**config.mk**
```make
export PLATFORM = sky130hd
export DESIGN_NAME = flux_rd_scheduler
export DESIGN_NICKNAME = d
export VERILOG_FILES = /design/src/rtl/flux_rd_scheduler.sv
export SDC_FILE = /design/constraint.sdc
export NUM_CORES = 1
export LEC_CHECK = 0
export ABC_CLOCK_PERIOD_IN_PS = 2800
export CAP_MARGIN = 20
export CORE_ASPECT_RATIO = 0.75
export CORE_MARGIN = 1.5
export CORE_UTILIZATION = 24
export CTS_CLUSTER_DIAMETER = 40
export DETAILED_ROUTE_END_ITERATION = 16
export GPL_TIMING_DRIVEN = 0
export PLACE_DENSITY_LB_ADDON = 0.15
export SYNTH_ARGS = -nofsm -noshare
export SYNTH_HDL_FRONTEND = slang
export SYNTH_SLANG_ARGS = --single-unit
```
**constraint.sdc**
```tcl
create_clock -name ck -period 2.8 [get_ports ck]
set_input_delay 0.56 -clock ck [delete_from_list [all_inputs] [get_ports ck]]
set_output_delay 0.56 -clock ck [all_outputs]
set_load 0.01 [all_outputs]
```
**src/rtl/flux_rd_scheduler.sv**
```systemverilog
// Weighted round-robin read scheduler for the shared multi-flow FIFO.
// Issues one-hot rd pulses, captures the returned word and presents it as a tagged valid/ready stream.
module flux_rd_scheduler #(
  parameter int WIDTH = 8,
  parameter int FLUX  = 2,
  parameter int QW    = 4,
  localparam int TAG_W = (FLUX > 1) ? $clog2(FLUX) : 1
) (
  input  logic                 ck,
  input  logic                 rst,
  input  logic                 en,
  input  logic [FLUX*QW-1:0]   quota,
  input  logic [FLUX-1:0]      empty,
  output logic [FLUX-1:0]      rd,
  input  logic [WIDTH-1:0]     fifo_data,
  output logic                 out_valid,
  input  logic                 out_ready,
  output logic [WIDTH-1:0]     out_data,
  output logic [TAG_W-1:0]     out_flux,
  output logic                 busy
);

  localparam logic [1:0] S_IDLE = 2'd0;
  localparam logic [1:0] S_READ = 2'd1;
  localparam logic [1:0] S_CAPT = 2'd2;

  logic [1:0]       state;
  logic [TAG_W-1:0] ptr, gsel, g;
  logic [QW-1:0]    burst_cnt, q_ptr, qeff_ptr;
  logic             hit, cont, slot_free;

  assign slot_free = !out_valid || out_ready;
  assign busy      = (state == S_READ) || (state == S_CAPT);

  // burst_cnt==0 only after reset: no burst is open yet, so the search from ptr+1 picks flow 0 first.
  always_comb begin
    q_ptr    = quota[int'(ptr)*QW +: QW];
    qeff_ptr = (q_ptr == '0) ? QW'(1) : q_ptr;
    cont     = (burst_cnt != '0) && !empty[ptr] && (burst_cnt < qeff_ptr);
    hit      = cont;
    g        = ptr;
    if (!cont) begin
      for (int i = 1; i <= FLUX; i++) begin
        if (!hit && !empty[(int'(ptr) + i) % FLUX]) begin
          hit = 1'b1;
          g   = TAG_W'((int'(ptr) + i) % FLUX);
        end
      end
    end
  end

  always_ff @(posedge ck or posedge rst) begin
    if (rst) begin
      state     <= S_IDLE;
      rd        <= '0;
      ptr       <= TAG_W'(FLUX - 1);
      gsel      <= '0;
      burst_cnt <= '0;
    end else begin
      case (state)
        S_IDLE: begin
          if (en && slot_free && hit) begin
            rd    <= FLUX'(1) << g;
            gsel  <= g;
            state <= S_READ;
            if (cont) begin
              burst_cnt <= burst_cnt + QW'(1);
            end else begin
              ptr       <= g;
              burst_cnt <= QW'(1);
            end
          end
        end
        S_READ: begin
          rd    <= '0;
          state <= S_CAPT;
        end
        S_CAPT:  state <= S_IDLE;
        default: begin
          rd    <= '0;
          state <= S_IDLE;
        end
      endcase
    end
  end

  // Capture wins over a same-cycle accept; the held word is frozen while stalled.
  always_ff @(posedge ck or posedge rst) begin
    if (rst) begin
      out_valid <= 1'b0;
      out_data  <= '0;
      out_flux  <= '0;
    end else if (state == S_CAPT) begin
      out_valid <= 1'b1;
      out_data  <= fifo_data;
      out_flux  <= gsel;
    end else if (out_valid && out_ready) begin
      out_valid <= 1'b0;
    end
  end

endmodule
```
==> out/results.ini <==
[route]
drtIter0Drc=19
remaining_drc_errors=0
antenna_left=0
wl_per_cell_um=12.0
wirelength_um=2360
vias=876
post_drt_via_cell_ratio=4.45
first_pass_iters=4

[floorplanning]
start_util=0.251
core_area_um2=4470
rows=21
dieWidth_um=81.9
io_pins=35
die-area_um2=5090
dieHeight_um=62.2

[yosys]
synth_area_um2=1120
ys_ff_latch=20
ys_seq_area_frac=0.448
synth_area_leader_cell=dfrtp_1
ys_top_cells_by_area=dfrtp_1 (42%), mux2_2 (10%), ha_1 (8.9%), mux2i_1 (3.6%), inv_1 (2.7%)
avgSynthCellArea_um2=11.0
synth_edf_count=0
synth_top_area_frac=0.424
async_flop_share=1.00
syn-instance-count=102
syn-num-nets=132
yosysWarningCount=0
ys_types=33
synth_flop_cell=dfrtp_1

[sta]
drv_slew=0
rsz0062_at_grt=false
finalSetupViolCount=0
finalClockSkew_ns=0.0101
clock.fmax_mhz=416
finalCritPeriodShare=0.859
finalHoldViolCount=0
tns_ns=0
tightest_slew_ns=0.748
maxSlewHeadroom=0.501
period_needed_ns=2.41

[cts]
ctsHtreeMaxLevel=1
cts_tree=done
cts_max_path_buffers=2
post_cts_buffers=0
numCtsBuffers=3
cts_root_buffer=clkbuf_8
post_cts_resize_count=0
hold_buffers=0
clk_pin_slew_ns=0.06
clk_latency_ns=0.25
cts_num_sinks=20

[final_layout]
drive_above_1_share=0.143
multi_input_area_um2=561
n_antenna_cell=0
final_cells=197
final.fill_count=456
syn_to_final_growth_pct=40.7
register_area_um2=502
nets=171

[power_and_ir_drop]
design_power_total_mw=1.60
p_leak_nw=0.682
peakVddDrop_mv=0.327
power_density_nw_per_um2=1010

[outcome]
status=finished clean

[flow_run]
cap_violations=0

[global_routing]
grt_pass1_wl_um=4140
grt_max_degree=21
gr-total-overflow=0
grt.total_usage=0.106
grt_pass1_vias=870
antenna_found_initial=0

[setup_path]
worstSetupPathType=reg -> reg
start_kind=flip-flop
crit_fanout=10
cp.arrival_ns=2.54
r2r_cells=7
cp-end-kind=flip-flop
crit_required_ns=2.93

[placed_design]
dp_cells=193
dpl.hpwl_um=1920
portBuffers=34
routabilityCongestion=0.733

[hold_path]
hold_path.class=reg -> reg
worstHoldPathCells=2

[logic make-up after synthesis]
logic type,share of synthesized area
and+or+nand+nor,0.127
AOI/OAI and AO/OA,0.147
DFF,0.448
muxes,0.136
buffers and inverters,0.0524
adders and majority gates,0.0893
[path summary, 6_finish.rpt]
| kind | to | slack [ns] | from |
|---|---|---|---|
| hold reg to reg | rd[1] | 0.51 | rd[1] |
| min in group asynchronous | out_data[4] | 0.73 | rst |
| setup / recovery | rd[0] | 0.39 | ptr |
| hold / removal | rd[1] | 0.51 | rd[1] |
| setup reg to reg | rd[0] | 0.39 | ptr |
| max in group asynchronous | out_data[0] | 1.59 | rst |
[placed cells by master, fill, tap and decap left out, drive strengths merged, types with 2 or more instances in the layout]
master | Yosys | routed
a21o | 3 | 3
a21oi | 5 | 5
a31oi | 2 | 2
clkbuf | 2 | 6
clkdlybuf4s50 | 0 | 34
dfrtp | 19 | 19
ha | 8 | 8
inv | 8 | 8
mux2 | 10 | 10
mux2i | 4 | 4
nand2 | 8 | 8
nand3 | 3 | 3
nor2 | 5 | 5
nor2b | 3 | 3
nor3 | 3 | 3
o21ai | 4 | 4
[cells in the mapped netlist, types with 2 or more instances]
master and number:
nand3_1 3, mux2_2 10, dfrtp_1 19, nor2_1 5, inv_1 8, mux2i_1 4
nor3_1 3, a21oi_1 5, nand2_1 8, nor2b_1 3, a21o_1 2, o21ai_0 3
ha_1 8, a31oi_1 2
[worst max-delay path, cell delays in order (launching register included)]
cell and delay (ns):
dfstp_2 0.57, clkbuf_8 0.17, mux2i_1 0.21, ha_1 0.30, a2111oi_4 0.36, o221ai_2 0.18
buf_6 0.17, a221o_1 0.31
[area by class of cell]
| cell class | count | area share |
|---|---|---|
| multi-input cells | 71 | 0.355 |
| flip-flops and latches | 20 | 0.318 |
| repair buffers | 34 | 0.216 |
| well taps | 57 | 0.0452 |
| clock buffers | 4 | 0.0285 |
| inverters | 8 | 0.0190 |
| plain buffers | 3 | 0.0182 |
[through the flow]
step	cell area, um^2	utilization	setup WS, ns	hold WS, ns
4_1_cts	1580	0.353	0.396	0.504
3_5_place_dp	1530	0.343	0.182	0.489
2_1_floorplan	1120	-	0.581	0.450
5_1_grt	1580	0.353	0.270	0.523
6_report	1580	0.353	0.395	0.505
3_3_place_gp	1530	0.343	0.192	0.480
[state kept, by name, summed over array words and instances (netlist names)]
signal	cells
out_data	8
rd	2
burst_cnt	4
gsel	1
out_valid	1
ptr	1
state	2
out_flux	1
[routing by layer]
| layer | routed length, um | global-route usage |
|---|---|---|
| met1 | 1200 | 0.148 |
| met2 | 1100 | 0.160 |
| met3 | 60 | 0.0309 |
| met4 | 0 | 0.0254 |
| met5 | 0 | 0 |
[where the power goes]
group          leakage [nW]  internal [mW]  switching (mW)  total [mW]
registers             0.243          0.434           0.102       0.536
logic                 0.417          0.481           0.391       0.873
clock network        0.0228          0.101          0.0871       0.188
No activity file was read; power rests on OpenSTA's default activity.
